===== src/rtl/arp_pkg.sv =====
// Shared ARP/Ethernet constants, requester state encoding and request frame byte map.
package arp_pkg;

    localparam logic [15:0] ETH_TYPE_ARP      = 16'h0806;
    localparam logic [15:0] ETH_TYPE_IPV4     = 16'h0800;
    localparam logic [15:0] ARP_HTYPE_ETH     = 16'h0001;
    localparam logic [15:0] ARP_OPER_REQUEST  = 16'h0001;
    localparam logic [15:0] ARP_OPER_REPLY    = 16'h0002;
    localparam int unsigned ETH_MIN_FRAME_LEN = 60;

    typedef enum logic [2:0] {
        StIdle,
        StSend,
        StGap,
        StWait,
        StDone,
        StFail
    } req_state_e;

    // Byte idx of a who-has broadcast; everything past the target IP is zero padding.
    function automatic logic [7:0] req_frame_byte(input logic [5:0]  idx,
                                                  input logic [47:0] sha,
                                                  input logic [31:0] spa,
                                                  input logic [31:0] tpa);
        logic [7:0] b;
        b = 8'h00;
        case (idx)
            6'd0, 6'd1, 6'd2, 6'd3, 6'd4, 6'd5: b = 8'hFF;
            6'd6,  6'd22: b = sha[47:40];
            6'd7,  6'd23: b = sha[39:32];
            6'd8,  6'd24: b = sha[31:24];
            6'd9,  6'd25: b = sha[23:16];
            6'd10, 6'd26: b = sha[15:8];
            6'd11, 6'd27: b = sha[7:0];
            6'd12: b = ETH_TYPE_ARP[15:8];
            6'd13: b = ETH_TYPE_ARP[7:0];
            6'd14: b = ARP_HTYPE_ETH[15:8];
            6'd15: b = ARP_HTYPE_ETH[7:0];
            6'd16: b = ETH_TYPE_IPV4[15:8];
            6'd17: b = ETH_TYPE_IPV4[7:0];
            6'd18: b = 8'h06;
            6'd19: b = 8'h04;
            6'd20: b = ARP_OPER_REQUEST[15:8];
            6'd21: b = ARP_OPER_REQUEST[7:0];
            6'd28: b = spa[31:24];
            6'd29: b = spa[23:16];
            6'd30: b = spa[15:8];
            6'd31: b = spa[7:0];
            6'd38: b = tpa[31:24];
            6'd39: b = tpa[23:16];
            6'd40: b = tpa[15:8];
            6'd41: b = tpa[7:0];
            default: b = 8'h00;
        endcase
        return b;
    endfunction

endpackage


===== src/rtl/arp_retry_timer.sv =====
// Reply timeout counter and retransmission counter for the ARP requester.
module arp_retry_timer
    import arp_pkg::*;
#(
    parameter int unsigned TIMEOUT_CYCLES = 12_500_000,
    parameter int unsigned MAX_RETRIES    = 3,
    parameter int unsigned TMR_W          = $clog2(TIMEOUT_CYCLES + 1)
) (
    input  logic clk,
    input  logic rst,
    input  logic clear_i,
    input  logic arm_i,
    input  logic retry_i,
    output logic expired_o,
    output logic retries_exhausted_o
);

    localparam int unsigned RTR_W = (MAX_RETRIES > 0) ? $clog2(MAX_RETRIES + 1) : 1;
    // Expiry fires on the armed cycle where the count steps onto TIMEOUT_CYCLES-1.
    localparam logic [TMR_W-1:0] TMR_LAST =
        TMR_W'((TIMEOUT_CYCLES >= 2) ? (TIMEOUT_CYCLES - 2) : 0);
    localparam logic [RTR_W-1:0] RTR_MAX = RTR_W'(MAX_RETRIES);

    logic [TMR_W-1:0] tmr_q, tmr_d;
    logic [RTR_W-1:0] rtr_q, rtr_d;

    assign expired_o           = arm_i && (tmr_q == TMR_LAST);
    assign retries_exhausted_o = (rtr_q >= RTR_MAX);

    // Timer runs only while armed and falls back to zero otherwise.
    always_comb begin
        tmr_d = arm_i ? (tmr_q + 1'b1) : '0;
        rtr_d = rtr_q;
        if (retry_i && !retries_exhausted_o) begin
            rtr_d = rtr_q + 1'b1;
        end
        if (clear_i) begin
            tmr_d = '0;
            rtr_d = '0;
        end
    end

    // Counter state.
    always_ff @(posedge clk) begin
        if (rst) begin
            tmr_q <= '0;
            rtr_q <= '0;
        end else begin
            tmr_q <= tmr_d;
            rtr_q <= rtr_d;
        end
    end

endmodule


===== src/rtl/arp_requester.sv =====
// ARP initiator: sends who-has broadcasts for a target IPv4 and waits for the matching reply.
module arp_requester
    import arp_pkg::*;
#(
    parameter int unsigned TIMEOUT_CYCLES = 12_500_000,
    parameter int unsigned MAX_RETRIES    = 3
) (
    input  logic        clk,
    input  logic        rst,
    input  logic [47:0] hw_addr_i,
    input  logic [31:0] ip_addr_i,
    input  logic        start_i,
    input  logic [31:0] target_ip_i,
    output logic        busy_o,
    output logic        done_o,
    output logic        fail_o,
    output logic [47:0] resolved_mac_o,
    input  logic        reply_valid_i,
    input  logic [15:0] reply_oper_i,
    input  logic [31:0] reply_spa_i,
    input  logic [47:0] reply_sha_i,
    output logic [7:0]  mac_data_o,
    output logic        mac_valid_o,
    input  logic        mac_ack_i
);

    localparam int unsigned TMR_W    = $clog2(TIMEOUT_CYCLES + 1);
    localparam logic [5:0]  LAST_IDX = 6'(ETH_MIN_FRAME_LEN - 1);

    req_state_e  state_q;
    logic [5:0]  idx_q;
    logic [31:0] tgt_q;
    logic [47:0] sha_q;
    logic [31:0] spa_q;
    logic        match_q;
    logic        busy_q;
    logic        done_q;
    logic        fail_q;
    logic        mac_valid_q;
    logic [7:0]  mac_data_q;
    logic [47:0] resolved_q;

    logic in_txn;
    logic match;
    logic timer_clear;
    logic timer_arm;
    logic timer_retry;
    logic timer_expired;
    logic retries_exhausted;

    assign in_txn = (state_q == StSend) || (state_q == StGap) || (state_q == StWait);
    assign match  = in_txn && reply_valid_i && (reply_oper_i == ARP_OPER_REPLY)
                    && (reply_spa_i == tgt_q);

    assign timer_clear = (state_q == StIdle) && start_i;
    assign timer_arm   = (state_q == StWait);
    // A match in the expiry cycle wins, so it must not consume a retry.
    assign timer_retry = timer_arm && timer_expired && !match && !retries_exhausted;

    arp_retry_timer #(
        .TIMEOUT_CYCLES(TIMEOUT_CYCLES),
        .MAX_RETRIES   (MAX_RETRIES),
        .TMR_W         (TMR_W)
    ) u_timer (
        .clk                (clk),
        .rst                (rst),
        .clear_i            (timer_clear),
        .arm_i              (timer_arm),
        .retry_i            (timer_retry),
        .expired_o          (timer_expired),
        .retries_exhausted_o(retries_exhausted)
    );

    assign busy_o         = busy_q;
    assign done_o         = done_q;
    assign fail_o         = fail_q;
    assign resolved_mac_o = resolved_q;
    assign mac_data_o     = mac_data_q;
    assign mac_valid_o    = mac_valid_q;

    // Request sequencer with registered outputs.
    always_ff @(posedge clk) begin
        if (rst) begin
            state_q     <= StIdle;
            idx_q       <= '0;
            tgt_q       <= '0;
            sha_q       <= '0;
            spa_q       <= '0;
            match_q     <= 1'b0;
            busy_q      <= 1'b0;
            done_q      <= 1'b0;
            fail_q      <= 1'b0;
            mac_valid_q <= 1'b0;
            mac_data_q  <= '0;
            resolved_q  <= '0;
        end else begin
            done_q <= 1'b0;
            fail_q <= 1'b0;
            // Only the first matching reply of a resolution is kept.
            if (match && !match_q) begin
                match_q    <= 1'b1;
                resolved_q <= reply_sha_i;
            end
            case (state_q)
                StIdle: begin
                    if (start_i) begin
                        tgt_q       <= target_ip_i;
                        sha_q       <= hw_addr_i;
                        spa_q       <= ip_addr_i;
                        match_q     <= 1'b0;
                        idx_q       <= '0;
                        busy_q      <= 1'b1;
                        mac_valid_q <= 1'b1;
                        mac_data_q  <= req_frame_byte(6'd0, hw_addr_i, ip_addr_i, target_ip_i);
                        state_q     <= StSend;
                    end
                end
                StSend: begin
                    if (mac_ack_i) begin
                        if (idx_q == LAST_IDX) begin
                            mac_valid_q <= 1'b0;
                            mac_data_q  <= '0;
                            state_q     <= StGap;
                        end else begin
                            idx_q      <= idx_q + 6'd1;
                            mac_data_q <= req_frame_byte(idx_q + 6'd1, sha_q, spa_q, tgt_q);
                        end
                    end
                end
                StGap: begin
                    if (match_q || match) begin
                        done_q  <= 1'b1;
                        busy_q  <= 1'b0;
                        state_q <= StDone;
                    end else begin
                        state_q <= StWait;
                    end
                end
                StWait: begin
                    if (match) begin
                        done_q  <= 1'b1;
                        busy_q  <= 1'b0;
                        state_q <= StDone;
                    end else if (timer_expired) begin
                        if (!retries_exhausted) begin
                            idx_q       <= '0;
                            mac_valid_q <= 1'b1;
                            mac_data_q  <= req_frame_byte(6'd0, sha_q, spa_q, tgt_q);
                            state_q     <= StSend;
                        end else begin
                            fail_q  <= 1'b1;
                            busy_q  <= 1'b0;
                            state_q <= StFail;
                        end
                    end
                end
                StDone:  state_q <= StIdle;
                StFail:  state_q <= StIdle;
                default: state_q <= StIdle;
            endcase
        end
    end

endmodule

===== config.mk =====
export PLATFORM = sky130hd
export DESIGN_NAME = arp_requester
export DESIGN_NICKNAME = d
export VERILOG_FILES = /design/src/rtl/arp_pkg.sv /design/src/rtl/arp_retry_timer.sv /design/src/rtl/arp_requester.sv
export SDC_FILE = /design/constraint.sdc
export NUM_CORES = 1
export LEC_CHECK = 0
export ABC_AREA = 1
export CAP_MARGIN = 10
export CORE_ASPECT_RATIO = 0.5
export CORE_MARGIN = 2
export CORE_UTILIZATION = 53
export DETAILED_ROUTE_END_ITERATION = 8
export PLACE_DENSITY = 0.86
export SYNTH_ARGS = -nofsm -noshare
export SYNTH_HDL_FRONTEND = slang
export SYNTH_SLANG_ARGS = --single-unit

===== constraint.sdc =====
create_clock -name clk -period 2.9 [get_ports clk]
set_input_delay 0.435 -clock clk [delete_from_list [all_inputs] [get_ports clk]]
set_output_delay 0.435 -clock clk [all_outputs]
set_load 0.01 [all_outputs]

-- Word-level counts from Yosys, hierarchy flattened
Index checks and enable logic that the tools add are counted.
- register bits after elaboration: 208
- latch bits: 0
- memory bits (writable): 0
- bits in read-only memories: 0
- input port bits: 213
- memories kept: 0
- add/subtract/negate cells: 3
- $mul: 0
- divide/modulo/power cells: 0
- $lt $le $gt $ge: 1
- eq/ne operators: 49
- shifts and indexed selects: 0
- mux-type cells: 42
- bitwise operators: 2
- reduce and logical (&&, ||, !) cells: 39
- operators with widths (operator ; count):
    one-hot mux 8 bit (19 select lines) ; 1
    == test 6 x 5 -> 1 bit, second input constant ; 14
    2-to-1 mux 8 bit ; 6
    == test 6 x 4 -> 1 bit, second input constant ; 7
    2-to-1 mux 6 bit ; 6
    == test 32 bit ; 1
    == test 6 bit, second input constant ; 5
    adder 24 x 1 -> 24 bit, second input constant ; 1
    == test 24 bit, second input constant ; 1
    == test 6 x 3 -> 1 bit, second input constant ; 4
    one-hot mux 8 bit (3 select lines) ; 1
    2-to-1 mux 3 bit ; 7
    OR reduction 2 bit ; 10
    one-hot mux 6 bit (3 select lines) ; 1
    == test 16 x 2 -> 1 bit, second input constant ; 1
    2-to-1 mux 1 bit ; 16
    AND reduction 7 bit ; 2
    == test 6 x 2 -> 1 bit, second input constant ; 2
    one-hot mux 3 bit (4 select lines) ; 1
    logical AND 1 bit ; 10
    != test 2 bit, second input constant ; 5
    adder 6 x 1 -> 6 bit, second input constant ; 1
    == test 3 x 2 -> 1 bit, second input constant ; 2
    == test 6 x 1 -> 1 bit, second input constant ; 1
    other kinds (20) ; 30

-- Logic depth before layout (Yosys ltp)
Gate-level depths: netlist (run 1).
- depth after elaboration: 10
- mapped depth: 15
- gate-level depth less buffers: 15

-- Cells and area by module
Synthesis (run 1) repeated with hierarchy kept, for this count alone.
- cells, all modules: 1530
- area total of the unflattened synthesis: 9957.0 µm²
- modules (own cells, without submodules) (module ; instances ; cells each ; area an instance (µm²) ; sequential area each (µm²)):
    arp_requester ; 1 ; 1332 ; 8617.0 ; 3643.5
    arp_retry_timer ; 1 ; 198 ; 1340.0 ; 520.5

-- Worst setup path before layout (run 1)
No wires, ideal clock.
- kind: flip-flop to flip-flop
- from: register idx_q[1]
- to: register mac_data_q[0] (netlist: mac_data_o[0])
- setup time: 0.118 ns
- arrival time: 1.795 ns
- required time: 2.782 ns
- path slack: 0.987 ns
- cell stages (with the launch flop): 12
- clock period less this slack: 1.913 ns
- cell sequence: dfxtp_1 ha_1 nand3_1 xor2_2 nor2_4 buf_4 nand3_1 nand2_1 nor2_1 nand3_2 nor2_1 a21oi_1
- cells in the longest elaborated chain, start to end: 7
- elaborated cells between the ends (all ways): 49
- classes of those cells: 1 x add/sub; 33 x eq/ne; 4 x mux; 11 x reduce/logical
- RTL lines (what ; RTL line ; RTL):
    from (decl) ; arp_requester.sv:31 ; logic [5:0] idx_q;
    from (signal assigned) ; arp_requester.sv:125 ; idx_q <= idx_q + 6'd1;
    adder 6 x 1 -> 6 bit ; arp_requester.sv:126 ; mac_data_q <= req_frame_byte(idx_q + 6'd1, sha_q, spa_q, tgt_q);
    == test 6 x 1 -> 1 bit, or another cell as far along ; arp_pkg.sv:27 ; case (idx)
    OR reduction 6 bit, or another cell as far along ; arp_pkg.sv:27 ;
    one-hot mux 8 bit (19 select lines) ; arp_pkg.sv:27 ;
    2-to-1 mux 8 bit * ; arp_requester.sv:120 ; if (idx_q == LAST_IDX) begin
    2-to-1 mux 8 bit * ; arp_requester.sv:119 ; if (mac_ack_i) begin
    one-hot mux 8 bit (3 select lines) * ; arp_requester.sv:104 ; case (state_q)
    to (signal assigned) ; arp_requester.sv:114 ; mac_data_q <= req_frame_byte(6'd0, hw_addr_i, ip_addr_i, target_ip_i);
    to (signal assigned) ; arp_requester.sv:126 ;
    to (signal assigned) ; arp_requester.sv:148 ; mac_data_q <= req_frame_byte(6'd0, sha_q, spa_q, tgt_q);
    to (decl) ; arp_requester.sv:40 ; logic [7:0] mac_data_q;
Every way passes the cells marked *; elsewhere a longest branch is shown, timed or not. The select of a mux whose other input is x is not followed.
A chain may end at the register's enable or synchronous reset.

-- Final worst setup path (run 1)
- from: register idx_q[1]
- to: register mac_data_q[3] (netlist: mac_data_o[3])
Same word-level chain as after synthesis.

==> results of run 1 <==
-- per-layer routing --
metal	vias to the layer above	GRT usage	wire [um]
li1	5611	-	-
met3	54	0.102	3530
met4	0	0.0668	610
met1	5135	0.414	14600
met5	-	0	0
met2	391	0.494	14200
-- area by class of cell --
type	count	area (um^2)	share of cell area
Tap cell	266	333	0.0238
Sequential cell	208	4170	0.298
Clock inverter	7	85.1	0.00608
Timing Repair Buffer	283	2840	0.203
Clock buffer	26	574	0.0410
Multi-Input combinational cell	1167	5450	0.389
Inverter	149	559	0.0400
-- worst min-delay path, cell delays in order --
cell,delay [ps]
buf_4,100
nor2_1,110
nand2_1,90
nor2_1,30
-- metrics by stage --
step / util / hold slack [ps] / instance area [um^2]
floorplan: - / 417 / 10400
global placement: 0.687 / 431 / 13300
detailed placement: 0.687 / 442 / 13300
CTS: 0.721 / 288 / 14000
global route: 0.721 / 317 / 14000
finish: 0.721 / 294 / 14000
-- how the worst max path moves through the flow --
stage / slack [ps] / from / end / cells after the start
after global placement: 270 / reply_spa_i[27] / busy_o / 14
after global routing: 200 / idx_q[1] / mac_data_o[3] / 12
after detailed placement: 270 / reply_spa_i[28] / busy_o / 14
after CTS: 460 / idx_q[1] / mac_data_o[3] / 12
after floorplan: 990 / idx_q[1] / mac_data_o[0] / 11
final: 400 / idx_q[1] / mac_data_o[3] / 12
-- report_power, final --
| group | leakage [nW] | internal (mW) | total (mW) | switching [mW] |
|---|---|---|---|---|
| Clock | 0.331 | 1.57 | 2.71 | 1.14 |
| Combinational | 3.60 | 0.840 | 2.14 | 1.30 |
| Sequential | 1.70 | 3.21 | 3.45 | 0.238 |
-- logic make-up (layout without fill, tap and decap cells) --
group,count (synthesis),after routing,synth area share
buffers and inverters,221,465,0.0820
flip-flops,208,208,0.399
XOR/XNOR,17,17,0.0157
adder cells (fa/ha/maj),8,8,0.00958
AND/OR/NAND/NOR,928,928,0.388
AO/OA/AOI/OAI,214,214,0.106
-- cell usage after synthesis (2+ instances only) --
cell type | n | area (um^2)
buf_6 | 2 | 22.5
nand2_4 | 3 | 33.8
a211oi_1 | 2 | 15.0
o21a_1 | 5 | 37.5
o21ai_1 | 5 | 25.0
inv_1 | 144 | 541
nand3_2 | 5 | 50.1
nand2_1 | 407 | 1530
xor2_1 | 2 | 17.5
nor2_4 | 7 | 78.8
o21bai_1 | 3 | 22.5
inv_2 | 4 | 15.0
and2_1 | 2 | 12.5
nand3_1 | 132 | 661
nor2_1 | 207 | 777
nand4_1 | 17 | 106
nor4_1 | 5 | 31.3
nand2_2 | 4 | 25.0
buf_1 | 2 | 7.51
o21ai_0 | 57 | 285
dfxtp_1 | 208 | 4160
a21oi_1 | 139 | 696
xnor2_1 | 13 | 114
nor3_1 | 113 | 566
ha_1 | 8 | 100
nor3b_1 | 3 | 22.5
clkbuf_1 | 62 | 233
nor2_2 | 15 | 93.8
buf_2 | 4 | 20.0
nor3_2 | 3 | 30.0
buf_4 | 2 | 15.0
-- state kept, by name, indices dropped and copies added, names as in the netlist --
| signal | count |
|---|---|
| busy_o | 1 |
| done_o | 1 |
| fail_o | 1 |
| idx_q | 6 |
| mac_data_o | 8 |
| mac_valid_o | 1 |
| match_q | 1 |
| resolved_mac_o | 48 |
| sha_q | 48 |
| spa_q | 32 |
| state_q | 3 |
| tgt_q | 32 |
| u_timer.rtr_q | 2 |
| u_timer.tmr_q | 24 |
==> results.sh, run 1 <==
export IMPL_result_of_the_run="complete, no violations"
export IMPL_layout_setup_ws_ps=396
export IMPL_detailedRoute_firstIterationViolations=975
export IMPL_grtUsageTotal=0.310
export IMPL_clock_sinks=208
export IMPL_floorplan_io_pins=273
export IMPL_most_common_library_cell_in_the_layout_ignoring_fill_and_taps="nand2_1"
export IMPL_final_max_slew_viol_count=0
export IMPL_worst_slew_pin_transition_ps=885
export IMPL_detail_route_antenna_nets=0
export IMPL_finalClockSkew_ps=13.2
export IMPL_hold_path_class="input pin to register"
export IMPL_total_negative_setup_slack_ps=0
export IMPL_synthesis_nets=1817
export IMPL_max_slew_margin_rel=0.410
export IMPL_final_min_period_over_clock_period=0.863
export IMPL_summed_instance_area_of_the_synthesized_netlist_um2=10400
export IMPL_timing_hold_violations_final=0
export IMPL_post_synth_num_cell_types=42
export IMPL_synth_edff_count=0
export IMPL_die_footprint_um2=20900
export IMPL_rows=36
export IMPL_setup_violations_final=0
export IMPL_cts_repair_timing_setup_buffer_count=0
export IMPL_vias_per_cell=5.31
export IMPL_timing_reg2reg_worst_path_depth=12
export IMPL_crit_path_max_fanout=8
export IMPL_placement_setup_slack_ps=274
export IMPL_place_detailed_hpwl_mm=23.9
export IMPL_maxClockFrequency_ghz=0.399
export IMPL_coreArea_um2=19400
export IMPL_finish_cell_count_without_fillers=2106
export IMPL_rsz0062_at_grt="false"
export IMPL_path_cells="ha_1 > xnor2_2 > inv_2 > nor2_2 > nand2_1 > nor2_2 > nand2_1 > nand2_1 > nor2_1 > nand3_2 > nor2_1 > a21oi_1"
export IMPL_cap_viol_max_count=0
export IMPL_synth_to_final_area_change_pct=34.0
export IMPL_reg2reg_slack_ps=400
export IMPL_initial_util=0.538
export IMPL_hold_path_startpoint="rst"
export IMPL_final_fill_count=1638
export IMPL_crit_path_slowest_cell="dfxtp_1"
export IMPL_crit_arrival_ps=2950
export IMPL_postSynth_asyncResetShare=0
export IMPL_tritoncts="done"
export IMPL_cts_root_buf="clkbuf_16"
export IMPL_drive_gt1_frac=0.0500
export IMPL_antenna_violations_before_repair=0
export IMPL_gr_total_overflow=0
export IMPL_grt_max_degree=95
export IMPL_ys_seq_area_frac=0.399
export IMPL_yosys_warnings=0
export IMPL_crit_top_cell="nand2_1"
export IMPL_firstDrtPassIters=5
export IMPL_avgSynthCellArea_um2=6.55
export IMPL_setup_worst_path_start_class="register"
export IMPL_totalWireLength_mm=32.9
export IMPL_vias_in_the_first_global_route=10300
export IMPL_layout_common_cells="406 x nand2_1, 270 x clkdlybuf4s50_1, 207 x nor2_1, 207 x dfxtp_1, 144 x inv_1"
export IMPL_critPathKind="register to register"
export IMPL_yosys_register_bits=208
export IMPL_critPathCaptureType="register"
export IMPL_holdPathStages=4
export IMPL_synth_cells=1596
export IMPL_tritoncts_num_buffers=20
export IMPL_insertedDiodeCount=0
export IMPL_die_span_x_um=203
export IMPL_wire_per_inst_um=15.6
export IMPL_cp_top_family="simple AND/OR/NAND/NOR gates"
export IMPL_reg2reg_from="idx_q[1]"
export IMPL_post_place_cells=2073
export IMPL_design_final_nets=2050
export IMPL_clk_insertion_delay_late_ps=510
export IMPL_maximum_cell_stage_delay_along_the_critical_path_ps=470
export IMPL_numPortBuffers=272
export IMPL_power_per_cell_area_nw_per_um2=593
export IMPL_cts_max_path_buffers=3
export IMPL_gp_congestion=0.962
export IMPL_fin_total_pwr_mw=8.30
export IMPL_die_y_um=103
export IMPL_leakagePower_nw=5.63
export IMPL_first_pass_grt_wire_length_mm=51.8
export IMPL_cts_hold_repair_buffers=0
export IMPL_cts_resized=0
export IMPL_clk_transition_reported_paths_ps=70
export IMPL_worst_ep_required_time_ps=3340
export IMPL_critical_path_buf_inv_count=1
export IMPL_ctsHtreeMaxLevel=1
export IMPL_ys_dominant_reg_cell="dfxtp_1"
export IMPL_worst_r2r_endpoint="mac_data_o[3]"
export IMPL_worstHoldEndpoint="u_timer.tmr_q[7]"
export IMPL_vias=11200
export IMPL_drc=0
export IMPL_finalWorstPathRequiredPeriod_ps=2500
export IMPL_vdd_drop_max_mv=0.324
Note: power is estimated with default switching activity, not from simulation.
==> run 2, diff against run 1 <==
--- a/config.mk
+++ b/config.mk
@@ -12,6 +12,7 @@
 export CORE_UTILIZATION = 53
 export DETAILED_ROUTE_END_ITERATION = 8
 export PLACE_DENSITY = 0.86
+export SLEW_MARGIN = 20
 export SYNTH_ARGS = -nofsm -noshare
 export SYNTH_HDL_FRONTEND = slang
 export SYNTH_SLANG_ARGS = --single-unit
==> results of run 2 <==
No change in the layout: final DEF, timing and power equal those of run 1.
